<file path="config.mk">
export PLATFORM = sky130hd
export DESIGN_NAME = alu_multicycle
export DESIGN_NICKNAME = d
export VERILOG_FILES = /design/src/rtl/alu_multicycle.sv
export SDC_FILE = /design/constraint.sdc
export NUM_CORES = 1
export LEC_CHECK = 0
export ABC_AREA = 1
export CAP_MARGIN = 0
export CELL_PAD_IN_SITES_DETAIL_PLACEMENT = 0
export CELL_PAD_IN_SITES_GLOBAL_PLACEMENT = 1
export CORE_ASPECT_RATIO = 1.25
export CORE_MARGIN = 2
export CORE_UTILIZATION = 37
export DETAILED_ROUTE_END_ITERATION = 6
export HOLD_SLACK_MARGIN = 0.03
export PLACE_DENSITY = 0.85
export SLEW_MARGIN = 10
export SYNTH_ARGS = -nofsm -noshare
export SYNTH_HDL_FRONTEND = slang
export SYNTH_SLANG_ARGS = --single-unit
</file>
<file path="constraint.sdc">
create_clock -name clk -period 0.8 [get_ports clk]
set_clock_uncertainty 0.05 [all_clocks]
set_input_delay 0.16 -clock clk [delete_from_list [all_inputs] [get_ports clk]]
set_output_delay 0.16 -clock clk [all_outputs]
set_load 0.01 [all_outputs]
</file>
<file path="src/rtl/alu_multicycle.sv">
// Multi-cycle ALU: registered single-cycle ops plus an optional radix-2 shift-add multiplier.
// Define ALU_MULTICYCLE_MUL_EN to build the MUL state and datapath; otherwise opcode 110 acts as reserved.
//
// state  | meaning
// S_IDLE | ready; single-cycle ops complete in the cycle after Start
// S_MUL  | shift-add iterations in flight, Busy high, Start ignored
module alu_multicycle #(
    parameter int WIDTH = 32
) (
    input  logic             clk,
    input  logic             reset_n,
    input  logic             Start,
    input  logic [WIDTH-1:0] SrcA,
    input  logic [WIDTH-1:0] SrcB,
    input  logic [2:0]       ALUControl,
    output logic             Busy,
    output logic             Done,
    output logic [WIDTH-1:0] ALU_Result,
    output logic [3:0]       ALUFlags
);
    localparam logic [2:0] OP_ADD = 3'b000;
    localparam logic [2:0] OP_SUB = 3'b001;
    localparam logic [2:0] OP_AND = 3'b010;
    localparam logic [2:0] OP_MOV = 3'b011;
    localparam logic [2:0] OP_ORR = 3'b100;
    localparam logic [2:0] OP_EOR = 3'b101;

    logic             accept;
    logic             single_fire;
    logic             is_sub;
    logic [WIDTH-1:0] b_eff;
    logic [WIDTH:0]   sum;
    logic [WIDTH-1:0] alu_res;
    logic             alu_c;
    logic             alu_v;

    assign accept = Start && !Busy;

    // SUB shares the adder as A + ~B + 1, so carry-out doubles as "no borrow"
    always_comb begin
        is_sub  = (ALUControl == OP_SUB);
        b_eff   = is_sub ? ~SrcB : SrcB;
        sum     = {1'b0, SrcA} + {1'b0, b_eff} + {{WIDTH{1'b0}}, is_sub};
        alu_res = '0;
        alu_c   = 1'b0;
        alu_v   = 1'b0;
        case (ALUControl)
            OP_ADD, OP_SUB: begin
                alu_res = sum[WIDTH-1:0];
                alu_c   = sum[WIDTH];
                alu_v   = (SrcA[WIDTH-1] == b_eff[WIDTH-1]) && (sum[WIDTH-1] != SrcA[WIDTH-1]);
            end
            OP_AND:  alu_res = SrcA & SrcB;
            OP_MOV:  alu_res = SrcB;
            OP_ORR:  alu_res = SrcA | SrcB;
            OP_EOR:  alu_res = SrcA ^ SrcB;
            default: alu_res = '0;
        endcase
    end

`ifdef ALU_MULTICYCLE_MUL_EN
    localparam logic [2:0] OP_MUL = 3'b110;
    localparam int         CNT_W  = $clog2(WIDTH);

    typedef enum logic {S_IDLE, S_MUL} state_t;

    state_t           state;
    state_t           state_nxt;
    logic             is_mul;
    logic             mul_start;
    logic             mul_done;
    logic [CNT_W-1:0] cnt;
    logic [WIDTH-1:0] acc;
    logic [WIDTH-1:0] mcand;
    logic [WIDTH-1:0] mplier;
    logic [WIDTH-1:0] acc_nxt;

    assign is_mul      = (ALUControl == OP_MUL);
    assign mul_start   = accept && is_mul;
    assign single_fire = accept && !is_mul;
    assign mul_done    = (state == S_MUL) && (cnt == '0);
    assign Busy        = (state == S_MUL);
    assign acc_nxt     = acc + (mplier[0] ? mcand : '0);

    always_ff @(posedge clk or negedge reset_n) begin
        if (!reset_n) state <= S_IDLE;
        else          state <= state_nxt;
    end

    always_comb begin
        state_nxt = state;
        case (state)
            S_IDLE:  if (mul_start) state_nxt = S_MUL;
            S_MUL:   if (cnt == '0) state_nxt = S_IDLE;
            default: state_nxt = S_IDLE;
        endcase
    end

    // First iteration happens on the accepting edge; the remaining WIDTH-1 run in S_MUL
    always_ff @(posedge clk or negedge reset_n) begin
        if (!reset_n) begin
            acc    <= '0;
            mcand  <= '0;
            mplier <= '0;
            cnt    <= '0;
        end else if (mul_start) begin
            acc    <= SrcB[0] ? SrcA : '0;
            mcand  <= SrcA << 1;
            mplier <= SrcB >> 1;
            cnt    <= CNT_W'(WIDTH - 2);
        end else if (state == S_MUL) begin
            acc    <= acc_nxt;
            mcand  <= mcand << 1;
            mplier <= mplier >> 1;
            if (cnt != '0) cnt <= cnt - 1'b1;
        end
    end
`else
    assign Busy        = 1'b0;
    assign single_fire = accept;
`endif

    always_ff @(posedge clk or negedge reset_n) begin
        if (!reset_n) begin
            Done       <= 1'b0;
            ALU_Result <= '0;
            ALUFlags   <= '0;
        end else begin
            Done <= 1'b0;
            if (single_fire) begin
                Done       <= 1'b1;
                ALU_Result <= alu_res;
                ALUFlags   <= {alu_res[WIDTH-1], (alu_res == '0), alu_c, alu_v};
            end
`ifdef ALU_MULTICYCLE_MUL_EN
            else if (mul_done) begin
                Done       <= 1'b1;
                ALU_Result <= acc_nxt;
                ALUFlags   <= {acc_nxt[WIDTH-1], (acc_nxt == '0), 1'b0, 1'b0};
            end
`endif
        end
    end

endmodule

</file>
## Yosys cells after proc, flatten, opt, wreduce, memory -nomap -nowiden

Cells that the tools add are included.

- Register bits after elaboration: 37
- Input port bits: 70
- Output and inout bits: 38
- Word-level logic and storage cells: 25

- $add $sub $neg: 2
- Equality and inequality tests: 7
- Multiplexer cells: 5
- Bitwise logic cells: 4
- Reductions and logical operators: 4

Operators by type and width:

| kind | count |
|---|---|
| 32-bit one-hot mux with 5 select lines | 1 |
| 32-bit by 32-bit adder with 33-bit output | 1 |
| 33-bit by 1-bit adder with 33-bit output | 1 |
| 32-bit AND | 1 |
| 32-bit logical NOT | 1 |
| 32-bit two-way mux | 1 |
| 32-bit inverter | 1 |
| 32-bit OR | 1 |
| 32-bit bitwise XOR | 1 |
| 3-bit by 2-bit equality test with 1-bit output (second input constant) | 2 |
| 3-bit equality test (second input constant) | 2 |
| 3-bit by 1-bit equality test with 1-bit output (second input constant) | 1 |
| 3-bit logical NOT | 1 |
| 1-bit two-way mux | 3 |
| 2-bit OR reduction | 1 |
| 1-bit equality test | 1 |
| 1-bit logical AND | 1 |
| 1-bit != test | 1 |

## Longest topological paths before layout

- Depth after elaboration: 7
- Gate-level depth with buffers: 27
- Mapped depth without buffers: 24

## Least setup slack after synthesis

Ideal clock, no wire load.

- Kind: input-to-reg
- From: in ALUControl[2]
- To: reg ALUFlags[2]
- Library setup time: 66 ps
- Arrival time: 2695 ps
- Data required time: 684 ps
- Path slack: -2010 ps
- Cell stages on the path: 23
- Path buffers: 3
- Cells stage by stage: buf_6 nor2_4 buf_2 nand2_1 buf_2 xor2_1 inv_1 ha_1 nand2_1 inv_1 a21oi_1 nor2_1 nor2_1 nand2_2 nand3_1 nand3_1 nand3_1 nand2_1 nor2_1 nand3_1 nor2_1 nand2_1 nand2_1

- Word-level cells in the longest chain between the ends: 6
- Elaborated cells between the ends (all ways): 12
- Those cells by class: add/sub: 2; eq/ne: 5; mux: 2; reduce/logical: 3

RTL lines:

| element | line | source |
|---|---|---|
| from (decl) | 15 | `input logic [2:0] ALUControl,` |
| 3-bit by 1-bit equality test with 1-bit output | 41, 47 |  |
| 32-bit two-way mux | 42 | `b_eff = is_sub ? ~SrcB : SrcB;` |
| 32-bit by 32-bit adder with 33-bit output | 43 | `sum = {1'b0, SrcA} + {1'b0, b_eff} + {{WIDTH{1'b0}}, is_sub};` |
| 33-bit by 1-bit adder with 33-bit output | 43 |  |
| 32-bit one-hot mux with 5 select lines * | 47 | `case (ALUControl)` |
| 32-bit logical NOT * | 133 | `ALUFlags <= {alu_res[WIDTH-1], (alu_res == '0), alu_c, alu_v};` |
| to (signal assigned) | 133 |  |
| to (decl) | 19 | `output logic [3:0] ALUFlags` |

Mark *: on every way between the ends. The rest lies on a longest branch, timed or not.
A chain may end at the register's enable or synchronous reset.

## Worst setup path in the final report

Ends and elaborated chain as after synthesis.

==> run metrics <==
status=finished with violations; failing checks=setup timing; Worst path max stage delay=between 0.3 and 0.4 ns; gpl congestion=0.978; number of global-route vias before repair=8328; RSZ-0062 raised after global routing=true; non-filler cells, final=~1600; first-pass GRT wire length=41000 um; post-synthesis sequential element count=36; CTS Buffer Depth=2; Net Switching=5.64 mW; top post-synthesis cells by count=nand2_1 (273), inv_1 (208), ha_1 (99); Fillers=1428; Starting Density=37.5%; GR Util All Layers=29.2%; async set-reset flop share out of synthesis=100%; leakage=6.02 nW; Synth Instances=1025; crit end category=register; dominant cell type by area after synthesis=ha_1; final core occ=69.9%; sequential share of power=between 10% and 20%; CTS clk-pin slew, worst paths=0.05 ns; final worst setup slack=-1.90 ns; Die ar.=18000 um^2; Place WS=-2.48 ns; mapped cell area=about 6300 um^2; Ys Warns=0; routed length per instance=approximately 17 um; Worst-Margin Slew=around 0.56 ns; post-layout total power=13.3 mW; TritonCTS sink count=36; Hold/Removal Path Class=in2async; synth-to-layout area growth=86.6%; CTS tree=yes; total core area=~17000 um^2; 1st-pass router iterations=5; Distinct cells, synth=37; initial antenna violation count=0; Die Y=roughly 150 um; Worst-Skew Late Latency=about 0.27 ns; final hold violation count=0; Fmax=371 MHz; area of the multi-input gates=approximately 6000 um^2; Combinational Power Share=between 60 and 70%; post-synthesis sequential area ratio=14.4%; Power Density=1140 nW/um^2; largest net degree at the start of global routing=27; Pint=7.64 mW; CP cell instances=buf_8, nor2_4, nand2_8, buf_12, buf_16, xor2_1, inv_1, ha_4, buf_6, nand2_2, inv_4, nand2_4, nor2_4, and2_4, nand2_2, nand2_1, nand2_1, nand3_2, nand2_1, nor2_2, nand4_1, nor2_1, nand2_1, nand2_1; register area=901 um^2; Clk pwr share=around 14%; Routed WL=27400 um; H-tree levels=2; Final Cycle Share=337%; Sw Ratio=42.5%; Vias/cell=5.06; chip width=120 um; Slew Limit Fails=0; # IOs=roughly 110; hpwl dp=20800 um; Rel. slew slack=between 60 and 70%; DP Cell Count=roughly 1600; Yosys top cell area share=19.8%; antenna fix cells=0; crit-path most repeated cell=nand2_1; Synth Net Count=1195; top post-synthesis cells by area=ha_1 (20%), nand2_1 (16%), dfrtp_1 (14%), inv_1 (12%), nor2_1 (5.9%); Final Setup Violations=72; Max VDD drop=1.05 mV; crit path max fanout=5; Clock Root Buffer=clkbuf_16; Setup CP Type=in2reg; startpoint types=input port; top-count cell post-synth=nand2_1; layout net count=1586; Routed Antenna Nets=0; Post-synth EDFFs=0; slowest cell on the critical path=ha_4; Main synth FF type=dfrtp_1; share of layout cells above drive strength 1=around half; total of max-cap violations=0; Num CTS Buffers=5; DR iter-0 viols=363; DRC errors left=0; arrival time worst endpoint=2.86 ns; min cycle time layout=2.70 ns; Synth Area per Inst=6.11 um^2; Site Rows=53; I/O Buffers=106; total number of vias=8284; critical path required time=0.96 ns; global route overflow=0
-- layout make-up --
class | count | share of cell area (%)
sequential | 36 | 7.71
clock buffer | 6 | 1.10
tap | 220 | 2.36
inverter | 214 | 7.11
clock inverter | 1 | 0.0428
multi-input combinational | 748 | 51.1
timing repair buffer | 411 | 30.5
-- worst max-delay path, delay by kind of cell --
family,cells,cell delay [ns]
buffers and inverters,6,0.66
and+or+nand+nor,16,1.56
xor gates and xnor gates,1,0.14
adders and majority gates,1,0.32
-- placed cells by master (no fill, tap or decap), types with 8 or more instances in the layout --
master           instances
nor2_4                  16
ha_1                    70
buf_12                  10
o21ai_0                 28
dfrtp_1                 36
inv_1                  166
o21ai_1                  8
buf_2                   34
inv_2                   42
nand2_4                 27
nand4_1                 10
a21oi_2                 21
buf_4                  251
a221oi_1                20
nand3_4                  8
clkdlybuf4s50_1         55
nand2_1                172
a31oi_1                 17
nand2_2                 83
xor2_1                  24
nor2_2                  19
buf_6                   44
nor2_1                  64
o21ai_2                 10
nand3_1                 25
nand3_2                 35
ha_4                    28
-- logic make-up (layout without fill, tap and decap cells) --
group	count (synthesis)	after routing	share of synthesized area (%)
DFF	36	36	14.4
xor gates and xnor gates	31	31	4.34
buffers and inverters	241	632	15.4
AOI/OAI and AO/OA	142	142	14.0
adders and majority gates	100	100	20.1
other	1	1	0.0599
and+or+nand+nor	474	474	31.8
-- state kept, by name, indices dropped and copies added (netlist names) --
name / flops
ALU_Result: 32
ALUFlags: 3
Done: 1
-- power by group through the flow --
stage | clock (mW) | sequential (mW) | combinational, mW
finish | 1.85 | 2.21 | 9.21
global route | 1.95 | 2.23 | 9.90
CTS | 1.85 | 2.20 | 7.97
detailed placement | 0 | 2.25 | 7.11
global placement | 0 | 2.24 | 7.03
floorplan | 0 | 2.34 | 3.30
-- path summary, 6_finish.rpt --
check                               start              to  slack (ns)  cells past startpoint
max in group asynchronous         reset_n  ALU_Result[28]        0.12                      3
setup reg to reg           ALU_Result[31]  ALU_Result[31]       -0.20                      4
min in group clk            ALU_Result[6]   ALU_Result[6]        0.43                      2
setup / recovery            ALUControl[2]     ALUFlags[2]       -1.90                     24
hold / removal                    reset_n   ALU_Result[6]        0.22                      2
hold reg to reg             ALU_Result[6]   ALU_Result[6]        0.43                      2
-- per-stage QoR --
stage               hold slack (ns)  area (um^2)  setup TNS (ns)
detailed placement          -0.0255         9760          -84.31
floorplan                    -0.186         6710          -49.11
global route                  0.261        11700          -64.63
finish                        0.218        11700          -60.35
global placement            -0.0263         9760          -82.98
CTS                           0.220        10800          -59.12
-- routing by layer --
metal	GRT usage (%)	vias up	share of wire, %	wire length [um]
li1	-	4042	-	-
met1	30.3	3875	36	9760
met2	55.7	273	53	14600
met3	2.74	94	3.8	1050
met4	18.6	0	7.3	1990
met5	0	-	0	0
-- repair_timing --
| item | 4_1_cts | 5_1_grt |
|---|---|---|
| endpoints found under the setup margin | 73 | 72 |
| buffers inserted | 32 | 34 |
| hold buffers | 1 | 0 |
| pin swaps | 78 | 106 |
| resized for setup | 371 | 186 |
| endpoints found under the hold margin | 36 | 0 |
| gates cloned | 5 | 0 |
Note: power is estimated with default switching activity, not from simulation.
